===== config.mk =====
export PLATFORM = sky130hd
export DESIGN_NAME = uart_tx_fifo
export DESIGN_NICKNAME = d
export VERILOG_FILES = /design/src/rtl/uart_tx_fifo.sv
export SDC_FILE = /design/constraint.sdc
export NUM_CORES = 1
export LEC_CHECK = 0
export BUFFER_PORTS_ARGS = -buffer_cell sky130_fd_sc_hd__buf_2
export CAP_MARGIN = 20
export CORE_MARGIN = 5
export CORE_UTILIZATION = 65
export CTS_CLUSTER_SIZE = 20
export DETAILED_ROUTE_END_ITERATION = 10
export HOLD_SLACK_MARGIN = 0.1
export PLACE_DENSITY = 0.84
export SETUP_SLACK_MARGIN = 0.05
export SYNTH_ARGS = -nofsm -noshare
export SYNTH_HDL_FRONTEND = slang
export SYNTH_SLANG_ARGS = --single-unit
export TNS_END_PERCENT = 20

===== constraint.sdc =====
create_clock -name i_clk -period 6.47 [get_ports i_clk]
set_input_delay 1.294 -clock i_clk [delete_from_list [all_inputs] [get_ports i_clk]]
set_output_delay 1.294 -clock i_clk [all_outputs]
set_load 0.05 [all_outputs]

===== src/rtl/uart_tx_fifo.sv =====
// Byte FIFO plus issue sequencer feeding uart_tx: buffers producer bytes and
// hands them to the transmitter one at a time, pacing on tx_busy.
module uart_tx_fifo #(
  parameter int unsigned Depth = 16,
  localparam int unsigned AddrWidth = $clog2(Depth)
) (
  input  logic               i_clk,
  input  logic               i_rst,
  input  logic               i_wr_valid,
  input  logic [7:0]         i_wr_data,
  output logic               o_wr_ready,
  output logic               o_full,
  output logic               o_empty,
  output logic [AddrWidth:0] o_level,
  output logic               o_drop,
  output logic               o_tx_enable,
  output logic [7:0]         o_tx_data,
  input  logic               i_tx_busy
);

  localparam logic [AddrWidth:0] LevelFull = Depth[AddrWidth:0];

  typedef enum logic [1:0] {StIdle, StIssue, StGuard, StWait} state_e;

  state_e               state_q, state_d;
  logic [7:0]           mem_q [Depth];
  logic [AddrWidth-1:0] wr_ptr_q, rd_ptr_q;
  logic [AddrWidth:0]   level_q, level_d;
  logic [7:0]           tx_data_q;
  logic                 drop_q;
  logic                 full, empty, push, pop;

  // Acceptance depends only on the registered level, so a same-cycle pop
  // never frees a slot for a write.
  assign full  = (level_q == LevelFull);
  assign empty = (level_q == '0);
  assign push  = i_wr_valid && !full;

  // State register
  always_ff @(posedge i_clk) begin
    if (i_rst) begin
      state_q <= StIdle;
    end else begin
      state_q <= state_d;
    end
  end

  // Next-state logic
  always_comb begin
    state_d = state_q;
    unique case (state_q)
      StIdle:  if (!empty && !i_tx_busy) state_d = StIssue;
      StIssue: state_d = StGuard;
      // uart_tx may not have raised busy yet, so it is not sampled here.
      StGuard: state_d = StWait;
      StWait:  if (!i_tx_busy) state_d = StIdle;
      default: state_d = StIdle;
    endcase
  end

  // Output logic
  always_comb begin
    pop         = (state_q == StIdle) && !empty && !i_tx_busy;
    o_tx_enable = (state_q == StIssue);
  end

  always_comb begin
    level_d = level_q;
    case ({push, pop})
      2'b10:   level_d = level_q + 1'b1;
      2'b01:   level_d = level_q - 1'b1;
      default: level_d = level_q;
    endcase
  end

  always_ff @(posedge i_clk) begin
    if (i_rst) begin
      wr_ptr_q  <= '0;
      rd_ptr_q  <= '0;
      level_q   <= '0;
      tx_data_q <= 8'h00;
      drop_q    <= 1'b0;
    end else begin
      if (push) wr_ptr_q <= wr_ptr_q + 1'b1;
      if (pop) begin
        rd_ptr_q  <= rd_ptr_q + 1'b1;
        tx_data_q <= mem_q[rd_ptr_q];
      end
      level_q <= level_d;
      drop_q  <= i_wr_valid && full;
    end
  end

  // Storage needs no reset; pointers and level define what is valid.
  always_ff @(posedge i_clk) begin
    if (push) mem_q[wr_ptr_q] <= i_wr_data;
  end

  assign o_wr_ready = !full;
  assign o_full     = full;
  assign o_empty    = empty;
  assign o_level    = level_q;
  assign o_drop     = drop_q;
  assign o_tx_data  = tx_data_q;

endmodule


* Yosys cells after proc, flatten, opt, wreduce, memory -nomap -nowiden *
Memories as Yosys holds them, arrays and structs flattened. A register that Yosys moved wholly into a read port is not among the register bits.
Cells that the tools add are included.

word-level totals
  register bits = 16
  memory bits (writable) = 128
  bits of input ports = 12
  output and inout port bits = 18
  word-level logic and storage cells = 36
  memories = 1

operators by class
  $add $sub $neg = 4
  equality and inequality tests = 8
  multiplexer cells = 6
  reduce and logical (&&, ||, !) cells = 12

memory list
  name   depth  bits a word  rd ports  clocked after Yosys merged registers in  write ports  line  RTL
  mem_q  16     8            1         1                                        1            26    logic [7:0] mem_q [Depth];

operator list
  operator                                             count
  case mux 5 bit (2 select lines)                      1
  adder 4 x 1 -> 4 bit, second input constant          2
  case mux 2 bit (4 select lines)                      1
  equality test 2 bit, second input constant           3
  adder 5 x 1 -> 5 bit, second input constant          1
  equality test 5 bit, second input constant           1
  logical AND 1 bit                                    5
  zero test 5 bit                                      1
  subtractor 5 x 1 -> 5 bit, second input constant     1
  equality test 2 x 1 -> 1 bit, second input constant  2
  two-way mux 2 bit                                    2
  != test 2 bit, second input constant                 2
  zero test 1 bit                                      3
  zero test 2 bit                                      1
  two-way mux 1 bit                                    2
  AND reduction 2 bit                                  1
  nonzero test 2 bit                                   1

* Depth between registers and ports, before layout *
  word-level depth = 6
  mapped depth = 11
  gate-level depth less buffers = 10

* Worst setup path before layout *
No wires, ideal clock.

  path type = input -> register
  start = input port i_tx_busy
  end = register level_q[4], in the netlist o_level[4]
  setup time = 0.121 ns
  data arrival time = 3.417 ns
  data required time = 6.349 ns
  slack = 2.932 ns
  cell stages on the path = 9
  path buffers = 1
  path through = and2b_1 > a21boi_4 > buf_6 > ha_1 > ha_1 > a21o_1 > a21oi_1 > mux2i_1 > mux2_2

between the ends
  cells in the longest elaborated chain, start to end = 4
  elaborated cells between the ends (all ways) = 6
  classes of those cells = eq/ne: 2; mux: 1; reduce/logical: 3

RTL lines
  item                                                                          line  RTL
  start: declaration                                                            18    input logic i_tx_busy
  zero test 1 bit *                                                             63    pop = (state_q == StIdle) && !empty && !i_tx_busy;
  logical AND 1 bit *                                                           63
  via pop                                                                       31    logic full, empty, push, pop;
  equality test 2 x 1 -> 1 bit / equality test 2 bit (equally long branches)    69    case ({push, pop})
  case mux 5 bit (2 select lines) / nonzero test 2 bit (equally long branches)  -
  end signal: assignment                                                        89    level_q <= level_d;
  end: declaration                                                              28    logic [AddrWidth:0] level_q, level_d;

Mark *: on every way through the listed nets, which the timed path passes. The rest lies on a longest branch.
A chain may end at the register's enable or synchronous reset.

* Final worst setup path *
  start = input port i_tx_busy
  end = register level_q[4], in the netlist o_level[4]

between the ends
  cells in the longest elaborated chain, start to end = 4
  elaborated cells between the ends (all ways) = 6
  classes of those cells = eq/ne: 2; mux: 1; reduce/logical: 3

RTL lines
  item                                                                          line
  zero test 1 bit *                                                             63
  logical AND 1 bit *                                                           63
  equality test 2 x 1 -> 1 bit / equality test 2 bit (equally long branches)    69
  case mux 5 bit (2 select lines) / nonzero test 2 bit (equally long branches)  -

Mark *: on every way between the ends. The rest lies on a longest branch, timed or not.

==> impl_metrics.csv <==
group,metric,value,unit
clocking,cts_inserted_buffers,17,
flow_run,maxCapViolations,0,
layout,finalNetCount,470,
synthesis,synth_cells,413,
worst_setup_path,ff2ff_setup_slack,3.24,ns
worst_setup_path,rr_endpoint,"o_level[4]",
worst_setup_path,crit_arrival,3.90,ns
synthesis,syn_avg_cell_area,15.3,sq um
timing,slew_violations,0,
timing,finalHoldViolCount,0,
synthesis,synth_warnings,0,
timing,fin_crit,3.49,ns
global_route,antenna_found_initial,0,
synthesis,netlist.area_leader.share,60.7,%
synthesis,syn-num-nets,440,
floorplanning,pin_count,30,
worst_setup_path,crit_start,"i_tx_busy",
synthesis,synth_largest_area_cell,"edfxtp_1",
clocking,cts_tree,"done",
timing,tightestPinTransition,1.09,ns
layout,fin_area,0.00706,sq mm
synthesis,synth_seq_cells,152,
synthesis,synth_seq_area_share,68.3,%
timing,slew_headroom,27.4,%
pwr,p_leak,2.33,nW
timing,rsz0062_at_grt,"false",
place,routabilityCongestion,0.796,
clocking,cts_sinks,152,
global_route,track_usage,22.9,%
worst_setup_path,crit_path_end_kind,"flip-flop",
route,post-route-drc-count,0,
layout,syn2layout_area_growth,11.6,%
timing,setup_ws,2.98,ns
layout,drive_gt1_share,16.5,%
route,wl_per_cell,21.3,um
synthesis,synth.distinct_cells,46,
clocking,holdBufCountCts,0,
layout,fill_cells,617,
worst_setup_path,path_class,"primary input to flip-flop",
route,drtAntennaViolNets,0,
timing,max_freq,287,MHz
hold_path,min_path_type,"flip-flop to flip-flop",
clocking,clkTransAtPathRegs,0.06,ns
clocking,cts_setup_buffers,0,
route,drtIter0Drc,302,
synthesis,synth.cell_area,0.00633,sq mm
floorplanning,die-height,109,um
worst_setup_path,cp-start-kind,"primary input",
synthesis,synth_edf_count,128,
worst_setup_path,critPathMaxFanout,19,
place,io_buffers,29,
clocking,clk_path_buf_depth,2,
timing,setup_violations,0,
floorplanning,die_x,109,um
floorplanning,dieArea,0.0118,sq mm
place,hpwl,7810,um
synthesis,async_flop_share,0,%
synthesis,synthFlopType,"edfxtp_1",
hold_path,min_path_cells,2,
worst_setup_path,cp.required,6.88,ns
run_status,status,"finished, final reports clean",
worst_setup_path,timing.rr.start,"state_q[0]",
timing,timing.final.crit_share,53.9,%
clocking,cts.repair.resized,0,
place,place_area,0.00653,sq mm
layout,final_cell_mix,"edfxtp_1 (128), mux2i_1 (64), nor2_1 (53), o22ai_1 (30), buf_2 (30)",
clocking,insertion_delay,0.52,ns
route,avgViaCountPerCell,6.06,
timing,final.setup.tns,0,ns
floorplanning,core_area,0.00964,sq mm
synthesis,synth_area_leaders,"edfxtp_1 (61%), mux2i_1 (10%), dfxtp_1 (7.6%), nor2_1 (3.1%), o22ai_1 (3.0%)",
clocking,cts_root_buffer,"clkbuf_8",
timing,fin_worst_skew,0.00801,ns
layout,antennaDiodeCount,0,
global_route,grt_max_degree,65,
pwr,ir_drop,0.234,mV
route,dr.pass1.iters,5,
pwr,power_density,378,mW/mm^2
route,wirelength,12600,um
worst_setup_path,cp-endpoint,"o_level[4]",
clocking,h-tree-depth,4,
global_route,grt_pass1_vias,3541,
floorplanning,num_rows,36,
route,via_count,3566,
layout,final_common_cell,"edfxtp_1",
global_route,grt_first_pass_wirelength,19500,um
floorplanning,initial_utilization,65.7,%
worst_setup_path,worstRegToRegCells,10,
global_route,grt-ovfl-total,0,
place,pre_cts_slack,2.49,ns
pwr,power.total,2.67,mW
final cells by class:
cell class,count,area [sq um],area share [%]
clock inverters,13,113,1.59
multi-input cells,230,1830,25.9
flip-flops and latches,152,4330,61.3
inverters,9,33.8,0.478
repair buffers,33,173,2.44
well taps,133,166,2.36
clock buffers,18,418,5.92
flip-flops by register name (all words and copies together), names as in the netlist:
signal	cells
o_tx_data	8
wr_ptr_q	4
state_q	2
mem_q	128
o_drop	1
o_level	5
rd_ptr_q	4
layer usage:
metal  global-route usage, %  up-vias  part of all wire (%)
li1                        -     1631                     -
met1                    30.6     1760                    40
met2                    35.7      149                    49
met3                    5.45       26                   7.5
met4                    11.0        0                   3.0
met5                       0        -                     0
through the flow:
step,std cells,hold slack (ns),util (%)
2_1_floorplan,413,0.533,-
3_3_place_gp,556,0.522,67.7
3_5_place_dp,557,0.522,67.8
4_1_cts,588,0.530,73.3
5_1_grt,588,0.565,73.3
6_report,588,0.528,73.3
worst min-delay path by stage:
stage / startpoint / endpoint / slack (ns)
after floorplan: wr_ptr_q[1] / wr_ptr_q[1] / 0.53
after global placement: o_tx_data[6] / o_tx_data[6] / 0.52
after detailed placement: o_tx_data[6] / o_tx_data[6] / 0.52
after CTS: o_tx_data[6] / o_tx_data[6] / 0.53
after global routing: o_tx_data[7] / o_tx_data[7] / 0.57
final: o_tx_data[6] / o_tx_data[6] / 0.53
report_power, final:
part | switching (mW) | total, mW | internal, mW | leakage, nW
Combinational | 0.404 | 0.585 | 0.182 | 0.726
Clock | 0.360 | 0.895 | 0.535 | 0.255
Sequential | 0.0653 | 1.19 | 1.12 | 1.35
Total | 0.829 | 2.67 | 1.84 | 2.33
synthesized netlist by cell type, types with 3 or more instances:
master      n
edfxtp_1  128
mux2i_1    64
nor2_1     53
o22ai_1    30
dfxtp_1    24
ha_1       14
inv_1       8
a311oi_2    7
buf_2       7
nor3_1      7
buf_4       5
clkbuf_1    5
nand2_1     5
xnor2_1     5
buf_6       4
nand3b_1    4
xor2_1      4
a21oi_1     3
or3b_1      3
logic make-up (layout without fill, tap and decap cells):
| family | count (synthesis) | count (layout) | synth area share, % |
|---|---|---|---|
| flops | 152 | 152 | 68.3 |
| simple gates | 84 | 84 | 6.38 |
| mux | 67 | 67 | 11.1 |
| compound gates | 55 | 55 | 7.17 |
| buf+inv | 31 | 73 | 2.75 |
| fa+ha+maj | 15 | 15 | 3.08 |
| xor+xnor | 9 | 9 | 1.24 |
worst max-delay path: stages:
cell      delay [ns]
buf_2           0.11
and2b_1         0.25
a21boi_4        0.59
ha_1            0.41
ha_1            0.32
a21o_1          0.19
a21oi_1         0.17
mux2i_1         0.22
mux2_2          0.34
Power figures use the tool's default switching activity.
